**src/rtl/spi_slv_pkg.sv**
```systemverilog
// Shared encodings and constants for the SPI slave register file.
package spi_slv_pkg;

   localparam int BYTE_W      = 8;
   localparam int ADDR_RW_BIT = 7;

   typedef enum logic [2:0] {
      S_IDLE = 3'b001,
      S_ADDR = 3'b010,
      S_DATA = 3'b100
   } state_t;

endpackage

```
**src/rtl/spi_sync_edge.sv**
```systemverilog
// Two-flop synchronizer with a third flop for rise/fall pulse detection.
module spi_sync_edge #(
   parameter logic IDLE_VAL = 1'b1
) (
   input  logic pclk_i,
   input  logic prst_i,
   input  logic d,
   output logic q,
   output logic rise,
   output logic fall
);

   logic [2:0] sh_q;

   always_ff @(posedge pclk_i or posedge prst_i) begin
      if (prst_i) sh_q <= {3{IDLE_VAL}};
      else        sh_q <= {sh_q[1:0], d};
   end

   assign q    = sh_q[1];
   assign rise = sh_q[1] & ~sh_q[2];
   assign fall = ~sh_q[1] & sh_q[2];

endmodule

```
**src/rtl/spi_slave_regs.sv**
```systemverilog
// SPI slave exposing DEPTH byte registers; LSB-first, address byte then burst data.
// Define SPI_SLV_TIMEOUT_EN to abort frames after TIMEOUT_CYC idle pclk cycles.
module spi_slave_regs
   import spi_slv_pkg::*;
#(
   parameter int DEPTH       = 8,
   parameter int TIMEOUT_CYC = 256
) (
   input  logic                     pclk_i,
   input  logic                     prst_i,
   input  logic                     sclk_i,
   input  logic                     cs_n_i,
   input  logic                     mosi_i,
   output logic                     miso_o,
   input  logic [$clog2(DEPTH)-1:0] rd_idx_i,
   output logic [7:0]               rd_data_o,
   output logic                     wr_evt_o,
   output logic [$clog2(DEPTH)-1:0] wr_idx_o,
   output logic [7:0]               wr_data_o,
   output logic                     frame_err_o
);

   localparam int IW = $clog2(DEPTH);

   state_t              state_q, state_d;
   logic                sclk_s, sclk_rise, sclk_fall;
   logic                cs_n_m, cs_n_s, mosi_m, mosi_s;
   logic [2:0]          bit_cnt_q;
   logic [BYTE_W-2:0]   rx_q;
   logic [BYTE_W-1:0]   rx_byte, tx_q;
   logic [IW-1:0]       idx_q;
   logic                is_wr_q, load_q;
   logic [BYTE_W-1:0]   mem_q [DEPTH];
   logic                byte_done, abort, tmo_hit;
   logic                unused_sclk;

   spi_sync_edge #(.IDLE_VAL(1'b1)) u_sclk_sync (
      .pclk_i (pclk_i),
      .prst_i (prst_i),
      .d      (sclk_i),
      .q      (sclk_s),
      .rise   (sclk_rise),
      .fall   (sclk_fall)
   );

   assign unused_sclk = sclk_s ^ sclk_rise;

   always_ff @(posedge pclk_i or posedge prst_i) begin
      if (prst_i) begin
         cs_n_m <= 1'b1;
         cs_n_s <= 1'b1;
         mosi_m <= 1'b1;
         mosi_s <= 1'b1;
      end else begin
         cs_n_m <= cs_n_i;
         cs_n_s <= cs_n_m;
         mosi_m <= mosi_i;
         mosi_s <= mosi_m;
      end
   end

`ifdef SPI_SLV_TIMEOUT_EN
   localparam int TW = $clog2(TIMEOUT_CYC + 1);
   logic [TW-1:0] tmo_q;

   // Counts pclk cycles without any sclk activity while a frame is open.
   always_ff @(posedge pclk_i or posedge prst_i) begin
      if (prst_i)                                           tmo_q <= '0;
      else if (state_q == S_IDLE || sclk_rise || sclk_fall) tmo_q <= '0;
      else if (!tmo_hit)                                    tmo_q <= tmo_q + 1'b1;
   end

   assign tmo_hit = (tmo_q == TW'(TIMEOUT_CYC));
`else
   assign tmo_hit = 1'b0;
`endif

   assign rx_byte   = {mosi_s, rx_q};
   assign abort     = (state_q != S_IDLE) && (cs_n_s || tmo_hit);
   assign byte_done = (state_q != S_IDLE) && sclk_fall && (bit_cnt_q == 3'd7);

   // Read data only reaches the pin while a read data phase is open.
   assign miso_o = (state_q == S_DATA && !is_wr_q && !cs_n_s) ? tx_q[0] : 1'b1;

   always_ff @(posedge pclk_i or posedge prst_i) begin
      if (prst_i) state_q <= S_IDLE;
      else        state_q <= state_d;
   end

   always_comb begin
      state_d = state_q;
      unique case (state_q)
         S_IDLE:  if (!cs_n_s) state_d = S_ADDR;
         S_ADDR:  if (abort) state_d = S_IDLE;
                  else if (byte_done) state_d = S_DATA;
         S_DATA:  if (abort) state_d = S_IDLE;
         default: state_d = S_IDLE;
      endcase
   end

   always_ff @(posedge pclk_i or posedge prst_i) begin
      if (prst_i) begin
         bit_cnt_q   <= '0;
         rx_q        <= '0;
         tx_q        <= '0;
         idx_q       <= '0;
         is_wr_q     <= 1'b0;
         load_q      <= 1'b0;
         rd_data_o   <= '0;
         wr_evt_o    <= 1'b0;
         wr_idx_o    <= '0;
         wr_data_o   <= '0;
         frame_err_o <= 1'b0;
         for (int i = 0; i < DEPTH; i++) mem_q[i] <= '0;
      end else begin
         wr_evt_o    <= 1'b0;
         frame_err_o <= 1'b0;
         load_q      <= 1'b0;
         rd_data_o   <= mem_q[rd_idx_i];
         if (abort) begin
            bit_cnt_q   <= '0;
            frame_err_o <= (bit_cnt_q != 3'd0);
         end else if (state_q != S_IDLE && sclk_fall) begin
            bit_cnt_q <= bit_cnt_q + 1'b1;
            rx_q      <= rx_byte[BYTE_W-1:1];
            tx_q      <= {1'b1, tx_q[BYTE_W-1:1]};
            if (byte_done) begin
               if (state_q == S_ADDR) begin
                  is_wr_q <= rx_byte[ADDR_RW_BIT];
                  idx_q   <= rx_byte[IW-1:0];
                  load_q  <= !rx_byte[ADDR_RW_BIT];
               end else begin
                  if (is_wr_q) begin
                     mem_q[idx_q] <= rx_byte;
                     wr_evt_o     <= 1'b1;
                     wr_idx_o     <= idx_q;
                     wr_data_o    <= rx_byte;
                  end else begin
                     load_q <= 1'b1;
                  end
                  idx_q <= idx_q + 1'b1;
               end
            end
         end
         // Load uses idx_q as updated by the previous cycle's byte boundary.
         if (load_q) tx_q <= mem_q[idx_q];
      end
   end

endmodule

```
**config.mk**
```make
export PLATFORM = sky130hd
export DESIGN_NAME = spi_slave_regs
export DESIGN_NICKNAME = d
export VERILOG_FILES = /design/src/rtl/spi_slv_pkg.sv /design/src/rtl/spi_sync_edge.sv /design/src/rtl/spi_slave_regs.sv
export SDC_FILE = /design/constraint.sdc
export NUM_CORES = 1
export LEC_CHECK = 0
export ABC_CLOCK_PERIOD_IN_PS = 3400
export CORE_ASPECT_RATIO = 2
export CORE_MARGIN = 5
export CORE_UTILIZATION = 56
export CTS_BUF_LIST = sky130_fd_sc_hd__clkbuf_8
export CTS_CLUSTER_DIAMETER = 150
export DETAILED_ROUTE_END_ITERATION = 16
export MAX_ROUTING_LAYER = met4
export PLACE_DENSITY_LB_ADDON = 0.15
export SYNTH_ARGS = -nofsm -noshare
export SYNTH_HDL_FRONTEND = slang
export SYNTH_SLANG_ARGS = --single-unit
```
**constraint.sdc**
```tcl
create_clock -name pclk_i -period 3.4 [get_ports pclk_i]
set_input_delay 0.51 -clock pclk_i [delete_from_list [all_inputs] [get_ports pclk_i]]
set_output_delay 0.51 -clock pclk_i [all_outputs]
set_load 0.05 [all_outputs]
```
==> flow_summary.toml <==
[power_and_ir_drop]
p_per_area_nw_per_um2 = 505
leakagePower_nw = 3.06
vdd_drop_max_mv = 0.464
power_frac_comb = 0.076
swShare = 0.248
clkPwrFrac = 0.423
p_int_mw = 2.44
seqPwrFrac = 0.501
p_switching_mw = 0.803

[floorplanning]
initial_core_util = 0.576
die_w_um = 80.8
fp.dieH_um = 152
core_area_um2 = 9760
dieArea_um2 = 12300
io_pins = 30
rows = 51

[global_routing]
grt_usage = 0.226
grt.overflow.total = 0
grt_max_degree = 119
grt_pass1_vias = 3554
antenna_found_initial = 0
grt_pass1_wl_um = 19500

[worst_setup_path]
startpoint = "state_q[1]"
slowest_stage = "clkdlybuf4s50_1"
cp_cell_sequence = "nor2_1 > nand2_1 > or4_1 > clkdlybuf4s50_1"
path_delay_family = "buffers and inverters"
worst-endpoint-required_ps = 2890
cpPeakStageDelay_ps = 710
r2r_start = "bit_cnt_q[1]"
path_depth = 4
worstSetupPathType = "reg2out"
reg2reg_to = "mem_q[44]"
critPathMaxFanout = 7
crit_path_start_kind = "flip-flop"
ff2ff_path_depth = 6
cp-end-kind = "output pin"
r2r_setup_slack_ps = 1100
critPathBufInv = 1
arrival_ps = 2180
cp-endpoint = "miso_o"

[logic_synthesis]
async_reset_ff_frac = 1.00
synthTopCellsByCount = "dfrtp_1, mux2_2, mux4_2"
synth-edff-count = 0
synth_mux_area_frac = 0.341
syn_avg_cell_area_um2 = 15.1
yosys_warnings = 0
synth_top_family_by_area = "multiplexers"
synthTopCellsByArea = "dfrtp_1, mux2_2, mux4_2, dfstp_2, mux2i_1"
synthDistinctLibCells = 38
synth_compound_area_frac = 0.0234
synth_top_area_cell = "dfrtp_1"
yosysMostFrequentCell = "dfrtp_1"
synth_seq_area_share = 0.527
yosys.area_share.simple = 0.0652
synthXorXnorAreaFrac = 0.00156
synth_top_area_share = 0.490
syn_area_um2 = 5620
synth_seq_cells = 118
synthCells = 371
synth_adder_area_share = 0.00891
synth-main-ff-cell = "dfrtp_1"
syn-num-nets = 383

[placement]
dp_hpwl_um = 7560
portBuffers = 29
place_ws_ps = 993
place_congestion = 0.775

[drt]
initialDrtViolationCount = 207
ant_nets = 0
routed_wl_um = 11700
dr.pass1.iters = 4
wire_per_inst_um = 21.6
remaining_drc_errors = 0
via_per_inst = 5.95
vias = 3230

[worst_hold_path]
hold_start = "cs_n_m"
hold_class = "reg2reg"

[timing]
final-max-slew-violation-count = 0
min_period_ps = 2690
timing.final.crit_share = 0.791
fin_ws_ps = 711
tightest_slew_ps = 968
finalSetupViolations = 0
max-slew-margin-rel = 0.353
skew_ps = 12.7
grt_setup_unrepaired = "false"
tns_ps = 0
fmax_ghz = 0.372
hold_viol_final = 0

[cts]
clk_latency_ps = 420
cts_buffers = 17
cts_resized = 0
cts_tree = "done"
root_buffer = "clkbuf_8"
clock-sinks = 118
cts_hold_buf = 0
clk_path_buf_depth = 2
cts_setup_buffers = 0
path_clk_slew_ps = 70
htreeDepth = 4

[final_layout]
n_fill_cell = 714
drive_above_1_share = 0.465
n_antenna_cell = 0
multiInputGateArea_um2 = 2470
syn2layout_area_growth_pct = 14.2
final_nets = 410
final-seq-area_um2 = 2960

[status]
outcome = "finished clean"

[job]
cap_violations = 0
per-layer routing:
metal / vias up / global-route usage / part of all wire
li1: 1438 / - / -
met1: 1714 / 0.272 / 0.41
met2: 58 / 0.371 / 0.54
met3: 20 / 0.0485 / 0.028
met4: 0 / 0.0880 / 0.022
met5: - / - / 0
kinds of logic after synthesis:
family | after synthesis
compound gates | 23
xor+xnor | 1
fa+ha+maj | 4
buf+inv | 34
flops | 118
mux | 139
simple gates | 52
cell usage in the layout, fill, tap and decap left out, drive strengths merged:
cell,synthesis,layout
clkbuf,11,20
mux4,32,32
a31oi,1,1
nand2b,1,1
buf,17,7
nor3b,6,6
inv,6,8
clkinvlp,0,1
ha,4,4
mux2,98,98
a211o,1,1
a21oi,4,4
dfstp,8,8
a211oi,2,2
mux2i,9,9
or3,1,1
nand2,17,17
o21ai,13,13
bufinv,0,4
nor3,4,4
a22o,1,1
xor2,1,1
nor2b,3,3
nand4b,4,4
or3b,1,1
nor2,6,6
nand3,2,2
nand4,5,5
clkdlybuf4s50,0,29
clkinv,0,5
or4,1,1
and2,1,1
a21o,1,1
dfrtp,110,110
layout make-up:
type / count / area share
clock inverters: 12 / 0.0250
well taps: 132 / 0.0257
multi-input cells: 219 / 0.385
flip-flops and latches: 118 / 0.462
clock buffers: 20 / 0.0429
repair buffers: 36 / 0.0554
inverters: 6 / 0.00410
worst register-to-register path, cell delays in order, from the launching register on:
cell and delay, ps:
dfrtp_1 380, ha_1 180, ha_1 260, nand2_1 180, nor3b_2 300, nand4b_2 440
mux2_2 440
worst min-delay path by stage:
stage	endpoint	cells after the start
after floorplan	cs_n_s	0
after global placement	mosi_s	0
after detailed placement	cs_n_s	0
after CTS	cs_n_s	0
after global routing	cs_n_s	0
final	cs_n_s	0
power groups by stage:
stage                     logic (mW)  registers (mW)  clock network (mW)
after detailed placement       0.250            1.65                   0
final                          0.247            1.62                1.37
after CTS                      0.250            1.62                1.41
after floorplan                0.274            1.55                   0
after global routing           0.279            1.64                1.47
after global placement         0.240            1.65                   0
per-stage QoR:
stage,total power [mW],hold slack [ps],cell area (µm²),util,std cells
floorplan,1.83,345,5620,-,371
global placement,1.89,346,5980,0.613,511
detailed placement,1.90,348,5980,0.613,511
CTS,3.28,360,6420,0.657,543
global route,3.39,361,6420,0.657,543
finish,3.24,357,6420,0.657,543
state kept, by name, summed over array words and instances, names as in the netlist, 3 cells and up:
| name | cells |
|---|---|
| mem_q | 64 |
| rd_data_o | 8 |
| tx_q | 8 |
| wr_data_o | 8 |
| rx_q | 7 |
| bit_cnt_q | 3 |
| idx_q | 3 |
| state_q | 3 |
| u_sclk_sync.sh_q | 3 |
| wr_idx_o | 3 |
Power figures use the tool's default switching activity.
